File: src/rtl/lpif_x4_f2_pkg.sv
// Shared flit layout, widths and LPIF state encodings for the x4 full-rate Gen2 logic link.
package lpif_x4_f2_pkg;

  localparam int unsigned STATE_LSB   = 0;
  localparam int unsigned PROTID_LSB  = 4;
  localparam int unsigned DATA_LSB    = 6;
  localparam int unsigned DVALID_BIT  = 70;
  localparam int unsigned CRC_LSB     = 71;
  localparam int unsigned CRCV_BIT    = 75;
  localparam int unsigned VALID_BIT   = 76;

  localparam int unsigned STATE_W     = PROTID_LSB - STATE_LSB;
  localparam int unsigned PROTID_W    = DATA_LSB - PROTID_LSB;
  localparam int unsigned DATA_W      = DVALID_BIT - DATA_LSB;
  localparam int unsigned CRC_W       = CRCV_BIT - CRC_LSB;
  localparam int unsigned FLIT_W      = VALID_BIT + 1;
  localparam int unsigned GEN1_DATA_W = 32;

  typedef enum logic [STATE_W-1:0] {
    LPIF_ST_NOP       = 4'h0,
    LPIF_ST_ACTIVE    = 4'h1,
    LPIF_ST_L1        = 4'h4,
    LPIF_ST_L2        = 4'h8,
    LPIF_ST_RESET     = 4'h9,
    LPIF_ST_LINKERROR = 4'hA,
    LPIF_ST_RETRAIN   = 4'hB,
    LPIF_ST_DISABLED  = 4'hC
  } lpif_state_e;

  // Field order mirrors the slave end, MSB first.
  typedef struct packed {
    logic                valid;
    logic                crc_valid;
    logic [CRC_W-1:0]    crc;
    logic                dvalid;
    logic [DATA_W-1:0]   data;
    logic [PROTID_W-1:0] protid;
    logic [STATE_W-1:0]  state;
  } lpif_flit_t;

  // Gen1 carries only the low data half; the upper half travels as zero.
  function automatic logic [DATA_W-1:0] lpif_mode_data(input logic [DATA_W-1:0] data,
                                                        input logic            gen2);
    lpif_mode_data = gen2 ? data
                          : {(DATA_W-GEN1_DATA_W)'(0), data[GEN1_DATA_W-1:0]};
  endfunction

endpackage

File: src/rtl/lpif_txrx_x4_f2_master_link_skid.sv
// Generic 2-entry valid/ready skid buffer; head entry is presented whenever the buffer is non-empty.
module lpif_skid_buf2 #(
  parameter int unsigned W = 8
) (
  input  logic         clk,
  input  logic         rst,
  input  logic         in_vld_i,
  input  logic [W-1:0] in_data_i,
  output logic         in_ready_c,
  output logic [W-1:0] out_data_c,
  output logic         out_push_c,
  input  logic         out_full_i
);

  logic [1:0][W-1:0] mem_q, mem_d;
  logic              head_q, head_d;
  logic              tail_q, tail_d;
  logic [1:0]        cnt_q, cnt_d;
  logic              accept_c;

  always_comb begin
    mem_d      = mem_q;
    head_d     = head_q;
    tail_d     = tail_q;
    cnt_d      = cnt_q;
    in_ready_c = !rst && (cnt_q < 2'd2);
    accept_c   = in_vld_i && in_ready_c;
    out_push_c = (cnt_q != 2'd0) && !out_full_i;
    out_data_c = (cnt_q != 2'd0) ? mem_q[head_q] : '0;

    if (accept_c) begin
      mem_d[tail_q] = in_data_i;
      tail_d        = ~tail_q;
    end
    if (out_push_c) begin
      head_d = ~head_q;
    end

    case ({accept_c, out_push_c})
      2'b10:   cnt_d = cnt_q + 2'd1;
      2'b01:   cnt_d = cnt_q - 2'd1;
      default: cnt_d = cnt_q;
    endcase
  end

  always_ff @(posedge clk or posedge rst) begin
    if (rst) begin
      mem_q  <= '0;
      head_q <= 1'b0;
      tail_q <= 1'b0;
      cnt_q  <= 2'd0;
    end else begin
      mem_q  <= mem_d;
      head_q <= head_d;
      tail_q <= tail_d;
      cnt_q  <= cnt_d;
    end
  end

endmodule

File: src/rtl/lpif_txrx_x4_f2_master_link.sv
// Master-side LPIF logic-link bridge: packs/skids downstream flits into the TX FIFO and
// registers unpacked upstream flits from the RX FIFO with a state-change pulse.
module lpif_txrx_x4_f2_master_link
  import lpif_x4_f2_pkg::*;
#(
  parameter int unsigned CNT_W = 16
) (
  input  logic              clk,
  input  logic              rst,
  input  logic              m_gen2_mode,
  input  logic              user_downstream_vld,
  output logic              user_downstream_ready,
  input  logic [3:0]        dstrm_state,
  input  logic [1:0]        dstrm_protid,
  input  logic [63:0]       dstrm_data,
  input  logic              dstrm_dvalid,
  input  logic [3:0]        dstrm_crc,
  input  logic              dstrm_crc_valid,
  input  logic              dstrm_valid,
  output logic [FLIT_W-1:0] txfifo_downstream_data,
  output logic              txfifo_downstream_push,
  input  logic              txfifo_downstream_full,
  input  logic [FLIT_W-1:0] rxfifo_upstream_data,
  input  logic              rxfifo_upstream_vld,
  output logic [3:0]        ustrm_state,
  output logic [1:0]        ustrm_protid,
  output logic [63:0]       ustrm_data,
  output logic              ustrm_dvalid,
  output logic [3:0]        ustrm_crc,
  output logic              ustrm_crc_valid,
  output logic              ustrm_valid,
  output logic              ustrm_state_chg,
  output logic [CNT_W-1:0]  tx_flit_cnt
);

  localparam logic [CNT_W-1:0] CNT_MAX = '1;

  lpif_flit_t        dn_flit_c;
  lpif_flit_t        rx_flit_c;
  lpif_flit_t        ust_q, ust_d;
  logic              chg_q, chg_d;
  logic [CNT_W-1:0]  cnt_q, cnt_d;

  // Downstream packing; mode is applied here so it is captured at accept time.
  always_comb begin
    dn_flit_c           = '0;
    dn_flit_c.state     = dstrm_state;
    dn_flit_c.protid    = dstrm_protid;
    dn_flit_c.data      = lpif_mode_data(dstrm_data, m_gen2_mode);
    dn_flit_c.dvalid    = dstrm_dvalid;
    dn_flit_c.crc       = dstrm_crc;
    dn_flit_c.crc_valid = dstrm_crc_valid;
    dn_flit_c.valid     = dstrm_valid;
  end

  lpif_skid_buf2 #(
    .W (FLIT_W)
  ) u_skid (
    .clk        (clk),
    .rst        (rst),
    .in_vld_i   (user_downstream_vld),
    .in_data_i  (dn_flit_c),
    .in_ready_c (user_downstream_ready),
    .out_data_c (txfifo_downstream_data),
    .out_push_c (txfifo_downstream_push),
    .out_full_i (txfifo_downstream_full)
  );

  // Upstream: qualifiers clear when idle, payload fields hold.
  always_comb begin
    rx_flit_c           = lpif_flit_t'(rxfifo_upstream_data);
    ust_d               = ust_q;
    ust_d.valid         = 1'b0;
    ust_d.dvalid        = 1'b0;
    ust_d.crc_valid     = 1'b0;
    chg_d               = 1'b0;
    cnt_d               = cnt_q;
    if (rxfifo_upstream_vld) begin
      ust_d      = rx_flit_c;
      ust_d.data = lpif_mode_data(rx_flit_c.data, m_gen2_mode);
      chg_d      = (rx_flit_c.state != ust_q.state);
    end
    if (txfifo_downstream_push && (cnt_q != CNT_MAX)) begin
      cnt_d = cnt_q + CNT_W'(1);
    end
  end

  always_ff @(posedge clk or posedge rst) begin
    if (rst) begin
      ust_q <= '0;
      chg_q <= 1'b0;
      cnt_q <= '0;
    end else begin
      ust_q <= ust_d;
      chg_q <= chg_d;
      cnt_q <= cnt_d;
    end
  end

  assign ustrm_state     = ust_q.state;
  assign ustrm_protid    = ust_q.protid;
  assign ustrm_data      = ust_q.data;
  assign ustrm_dvalid    = ust_q.dvalid;
  assign ustrm_crc       = ust_q.crc;
  assign ustrm_crc_valid = ust_q.crc_valid;
  assign ustrm_valid     = ust_q.valid;
  assign ustrm_state_chg = chg_q;
  assign tx_flit_cnt     = cnt_q;

endmodule
File: config.mk
export PLATFORM = sky130hd
export DESIGN_NAME = lpif_txrx_x4_f2_master_link
export DESIGN_NICKNAME = d
export VERILOG_FILES = /design/src/rtl/lpif_x4_f2_pkg.sv /design/src/rtl/lpif_txrx_x4_f2_master_link_skid.sv /design/src/rtl/lpif_txrx_x4_f2_master_link.sv
export SDC_FILE = /design/constraint.sdc
export NUM_CORES = 1
export LEC_CHECK = 0
export BUFFER_PORTS_ARGS = -buffer_cell sky130_fd_sc_hd__buf_2
export CAP_MARGIN = 30
export CORE_MARGIN = 5
export CORE_UTILIZATION = 47
export CTS_CLUSTER_DIAMETER = 60
export CTS_CLUSTER_SIZE = 24
export DETAILED_ROUTE_END_ITERATION = 8
export PLACE_DENSITY = 0.77
export SETUP_SLACK_MARGIN = 0.5
export SLEW_MARGIN = 10
export SYNTH_ARGS = -nofsm -noshare
export SYNTH_HDL_FRONTEND = slang
export SYNTH_SLANG_ARGS = --single-unit
File: constraint.sdc
create_clock -name clk -period 8.2 [get_ports clk]
set_input_delay 1.23 -clock clk [delete_from_list [all_inputs] [get_ports clk]]
set_output_delay 1.23 -clock clk [all_outputs]
set_load 0.005 [all_outputs]
==> results of run 1 <==
flip-flops by register name (all words and copies together) (netlist names), 2 cells and up:
name          flops
u_skid.mem_q    154
ustrm_data       64
tx_flit_cnt      16
ustrm_crc         4
ustrm_state       4
u_skid.cnt_q      2
ustrm_protid      2
per-stage QoR:
stage | area (um^2) | hold WS (ps) | instances | util | total power [mW]
4_1_cts | 13400 | 487 | 1539 | 0.594 | 4.66
3_5_place_dp | 12700 | 470 | 1504 | 0.561 | 3.56
5_1_grt | 13500 | 509 | 1544 | 0.596 | 4.93
6_report | 13500 | 483 | 1544 | 0.596 | 4.60
3_3_place_gp | 12700 | 461 | 1503 | 0.560 | 3.49
2_1_floorplan | 10800 | 449 | 935 | - | 2.92
final cells by class:
class | instances | area [um^2]
fillers | 1884 | 9160
flip-flops and latches | 252 | 6310
multi-input cells | 589 | 4130
repair buffers | 342 | 1790
clock buffers | 22 | 528
well taps | 285 | 357
clock inverters | 13 | 216
inverters | 37 | 143
diodes | 4 | 10.0
kinds of logic after synthesis:
group	count (synthesis)
buffers and inverters	94
xor gates and xnor gates	19
muxes	211
DFF	252
and+or+nand+nor	253
AOI/OAI and AO/OA	104
adders and majority gates	2
routing by layer:
metal,GRT usage,vias up,part of all wire,routed length [um]
li1,-,3749,-,-
met1,0.248,3781,0.40,10600
met2,0.340,248,0.50,13300
met3,0.0546,60,0.069,1850
met4,0.0752,4,0.035,926
met5,0,-,0.0010,27
critical path, stage by stage, from the launching register on:
cell	delay, ps
dfrtp_4	760
buf_4	780
mux2i_1	330
nor2_1	90
buf_2	160
power by group through the flow:
stage                     logic (mW)  clock network, mW  registers [mW]
after floorplan                 1.02                  0            1.90
after global placement          1.50                  0            1.99
after detailed placement        1.55                  0            2.02
after CTS                       1.56               1.11            1.99
after global routing            1.71               1.16            2.05
final                           1.53               1.08            1.99
final timing paths:
check	startpoint	end	slack [ps]
setup / recovery	u_skid.head_q	txfifo_downstream_data[68]	4270
hold / removal	u_skid.mem_q[123]	u_skid.mem_q[123]	480
setup reg to reg	u_skid.cnt_q[1]	u_skid.mem_q[33]	5780
hold reg to reg	u_skid.mem_q[123]	u_skid.mem_q[123]	480
max in group asynchronous	rst	u_skid.mem_q[73]	6140
min in group asynchronous	rst	tx_flit_cnt[2]	1000
synth_stat cells (2+ instances only):
| master | instances | share of area |
|---|---|---|
| mux2_2 | 132 | 0.14 |
| nand3_1 | 9 | 0.0042 |
| buf_2 | 20 | 0.0093 |
| mux2_4 | 2 | 0.0028 |
| nand2_1 | 135 | 0.047 |
| nand4_1 | 7 | 0.0041 |
| o21ai_1 | 5 | 0.0023 |
| xnor2_1 | 10 | 0.0081 |
| dfrtp_1 | 252 | 0.58 |
| nor3_1 | 3 | 0.0014 |
| ha_1 | 2 | 0.0023 |
| inv_1 | 36 | 0.013 |
| xor2_1 | 9 | 0.0073 |
| nor2_1 | 81 | 0.028 |
| nor4_4 | 2 | 0.0039 |
| clkbuf_1 | 36 | 0.013 |
| and3_1 | 2 | 0.0012 |
| and2_1 | 4 | 0.0023 |
| o21a_1 | 2 | 0.0014 |
| mux2i_1 | 77 | 0.071 |
| o21ai_0 | 92 | 0.043 |
| nor2_2 | 2 | 0.0012 |
placed cells by master, fill, tap and decap left out, drive strengths merged, types with 3 or more instances in the layout:
cell    count
dfrtp     252
mux2      134
nand3      10
clkinv      3
nor2       83
o21ai      97
nor3        3
xor2        9
nand4       8
and2        4
diode       4
nand2     135
mux2i      77
nor4        4
inv        43
buf       342
clkbuf     22
xnor2      10
==> flow_summary.ini, run 1 <==
[critical_path]
critical_path_peak_fanout = 50
arrival_ps = 2700
ff2ff_path_depth = 5
cp.required_ps = 6970
critPathKind = reg -> out
start_kind = flop
end_kind = output pin

[yosys]
synthDistinctLibCells = 37
syn_inst = 935
synth_xor_area_frac = 0.0154
async_reset_ff_frac = 1.00
synth_fa_ha_area_frac = 0.00232
syn_area_mm2 = 0.0108
synth_top_family_by_area = multiplexers
yosysWarningCount = 0
synth_seq_area_share = 0.584
synth_edf_count = 0
synth-seq-cells = 252
synth-main-ff-cell = dfrtp_1
avgSynthCellArea_um2 = 11.5
synth_mux_area_frac = 0.212
synthSimpleGateAreaFrac = 0.101
synth_nets = 1097
synth_compound_area_frac = 0.0509

[placed_design]
io_buffers = 332
dp_slack_ps = 4850
gp_congestion = 0.832
dpl.hpwl_mm = 18.9

[timing]
finalSetupViolCount = 0
min_period_ps = 3930
final_max_slew_viol_count = 0
setup_tns_ps = 0
worst_pin_slew_ps = 981
finalHoldViolCount = 0
finalClockSkew_ps = 16.2
relSlewSlack = 0.346
finalCritPeriodShare = 0.479
timing.final.ws_setup_ps = 4270
fmax_ghz = 0.255
rsz0062_at_grt = no

[clocking]
holdBufCountCts = 0
cts_tree = built
clockBufferDepth = 3
clk_pin_slew_worst_paths_ps = 80
cts-htree-levels = 1
clk_root_buffer_cell = clkbuf_16
insertion_delay_ps = 510
numCtsBuffers = 20
ctsResizeCount = 0
cts.sinks = 252
cts_setup_buffers = 0

[power_and_ir_drop]
pwr-share-comb = 0.332
p_sw_mw = 1.57
power_leakage_nw = 6.85
p_int_mw = 3.03
p_sw_frac = 0.341
p_per_area_mw_per_mm2 = 341
ir_worst_vdd_mv = 0.229
seq_power_share = 0.433
pwr-share-clk = 0.235

[routing]
firstDrtPassIters = 5
via_count = 7842
routedWlPerCell_um = 17.3
wirelength_mm = 26.7
final_antenna_net_count = 0
post-route-drc-count = 0
first_iter_violations = 422
viasPerCell = 5.08

[floorplanning]
dieWidth_um = 162
initial_utilization = 0.477
coreArea_mm2 = 0.0226
die_y_um = 162
die_area_mm2 = 0.0261
io_pins = 333
rows = 55

[cells_and_area]
fin_nets = 1404
drive_above_1_share = 0.417
area_growth_pct = 24.9

[global_route]
grt.total_usage = 0.201
grt_pass1_wl_mm = 43.2
antenna_found_initial = 6
grt_max_degree = 184
grt_pass1_vias = 8366
grt_overflow = 0

[worst_hold_path]
hold-path-cell-count = 2
min-delay-path-class = reg -> reg

[status]
status = finished clean

[run]
drv_cap = 0
No activity file was read; power rests on OpenSTA's default activity.
==> run 2, diff against run 1 <==
--- a/config.mk
+++ b/config.mk
@@ -5,6 +5,7 @@
 export SDC_FILE = /design/constraint.sdc
 export NUM_CORES = 1
 export LEC_CHECK = 0
+export ABC_AREA = 1
 export BUFFER_PORTS_ARGS = -buffer_cell sky130_fd_sc_hd__buf_2
 export CAP_MARGIN = 30
 export CORE_MARGIN = 5
==> constraint.sdc (replaced) <==
create_clock -name clk -period 3.4 [get_ports clk]
set_input_delay 0.51 -clock clk [delete_from_list [all_inputs] [get_ports clk]]
set_output_delay 0.51 -clock clk [all_outputs]
set_load 0.005 [all_outputs]
==> flow_summary.ini, run 2 <==
[routing]
firstDrtPassIters = 7
via_count = 9757
routedWlPerCell_um = 15.6
final_antenna_net_count = 0
first_iter_violations = 743
wirelength_mm = 30.0
post-route-drc-count = 0
viasPerCell = 5.08

[yosys]
yosysWarningCount = 0
syn_inst = 1331
avgSynthCellArea_um2 = 8.18
synth.most_common_cell = nand2_1
synth_nets = 1493
yosysTopAreaCellShare = 0.579
async_reset_ff_frac = 1.00
synth-seq-cells = 252
yosysTopAreaCell = dfrtp_1
syn_area_mm2 = 0.0109
synth-main-ff-cell = dfrtp_1
synth_edf_count = 0
synth_seq_area_share = 0.579
synthDistinctLibCells = 23
synthTopCellsByCount = nand2_1 (609), dfrtp_1 (252), o21ai_0 (88)
ys_top_cells_by_area = dfrtp_1 (58%), nand2_1 (21%), o21ai_0 (4.0%)

[clocking]
cts-htree-levels = 1
cts.sinks = 252
clk_root_buffer_cell = clkbuf_16
insertion_delay_ps = 510
numCtsBuffers = 19
clockBufferDepth = 3
cts_tree = built
ctsResizeCount = 0
clk_pin_slew_worst_paths_ps = 90

[cells_and_area]
final_util = 0.594
nFillCells = 2018
fin_nets = 1783
area_growth_pct = 23.8
drive_above_1_share = 0.242
top_register = u_skid.mem_q
seq_area_mm2 = 0.00631
final_common_cell = nand2_1
mostFrequentLayoutCells = nand2_1 (609), buf_2 (332), dfrtp_1 (251), o21ai_0 (88), a21oi_1 (78)
largest_reg_flops = 154
multiInputGateArea_mm2 = 0.00399

[timing]
finalSetupViolCount = 0
relSlewSlack = 0.413
finalClockSkew_ps = 15.8
rsz0062_at_grt = no
timing.final.ws_setup_ps = 664
finalCritPeriodShare = 0.805
holdWs_ps = 184
fmax_ghz = 0.366
worst_pin_slew_ps = 880
min_period_ps = 2740
setup_tns_ps = 0
finalHoldViolCount = 0
final_max_slew_viol_count = 0

[power_and_ir_drop]
p_per_area_mw_per_mm2 = 780
power_leakage_nw = 7.31
ir_worst_vdd_mv = 0.517

[critical_path]
arrival_ps = 2230
end_kind = output pin
critPathKind = reg -> out
cp.required_ps = 2890
start_kind = flop
critical_path_peak_fanout = 49

[floorplanning]
die_y_um = 162
die_area_mm2 = 0.0263
coreArea_mm2 = 0.0227
rows = 55
dieWidth_um = 162
io_pins = 333
initial_utilization = 0.480

[placed_design]
gp_congestion = 0.874
dp_slack_ps = 1080
dpl.hpwl_mm = 20.9
io_buffers = 332

[global_route]
grt.total_usage = 0.225
grt_pass1_vias = 9723
grt_max_degree = 120
grt_overflow = 0
antenna_found_initial = 3
grt_pass1_wl_mm = 49.1

[run]
drv_cap = 0

[worst_hold_path]
min-delay-path-class = in -> reg

[status]
status = finished clean
run 2: area by class of cell:
type	instances	share of cell area
diodes	1	0.000185
clock buffers	20	0.0363
clock inverters	14	0.0144
inverters	63	0.0178
multi-input cells	933	0.296
flip-flops and latches	252	0.467
well taps	285	0.0264
repair buffers	352	0.142
run 2: per-layer routing:
metal	up-vias	GRT usage	wire length [um]
met1	4561	0.292	12400
met4	4	0.0538	658
met5	-	0	21
li1	4774	-	-
met2	371	0.383	14400
met3	47	0.0566	2520
run 2: worst max-delay path, stage by stage (launching register included):
cell     delay (ps)
dfrtp_1         470
nor2_4          350
buf_4           530
a21oi_1         160
buf_2           170
run 2: cells by family after synthesis:
kind of cell	after synthesis	share of synthesized area
buffers and inverters	146	0.0567
DFF	252	0.579
and+or+nand+nor	684	0.244
xor gates and xnor gates	13	0.0105
adders and majority gates	2	0.00230
AOI/OAI and AO/OA	234	0.108
run 2: timing repair:
item / 4_1_cts / 5_1_grt
setup endpoints to repair: 0 / 0
hold buffers: 0 / 1
buffers inserted: 0 / 0
endpoints found under the hold margin: 0 / 3
run 2: path summary, 6_finish.rpt:
kind                                          startpoint                         end  slack [ps]  cells past startpoint
worst max register to register            tx_flit_cnt[1]              tx_flit_cnt[1]        1260                      7
max in group asynchronous                            rst            u_skid.mem_q[62]        2030                      5
min in group asynchronous                            rst           u_skid.mem_q[105]         490                      3
worst min register to register            ustrm_data[16]              ustrm_data[16]         470                      2
worst min-delay path            rxfifo_upstream_data[76]                 ustrm_valid         180                      3
worst max-delay path                     u_skid.cnt_q[1]  txfifo_downstream_data[72]         660                      4
run 2: power breakdown:
part	internal, mW	total (mW)	switching [mW]
combinational	1.41	3.51	2.09
clock	1.22	2.43	1.21
sequential	4.01	4.59	0.584
run 2: per-stage QoR:
step | instance area, um^2 | total power, mW | cells
6_report | 13500 | 10.5 | 1920
2_1_floorplan | 10900 | 6.68 | 1331
5_1_grt | 13500 | 11.4 | 1920
4_1_cts | 13400 | 10.6 | 1916
3_3_place_gp | 12700 | 8.05 | 1882
3_5_place_dp | 12700 | 8.17 | 1882
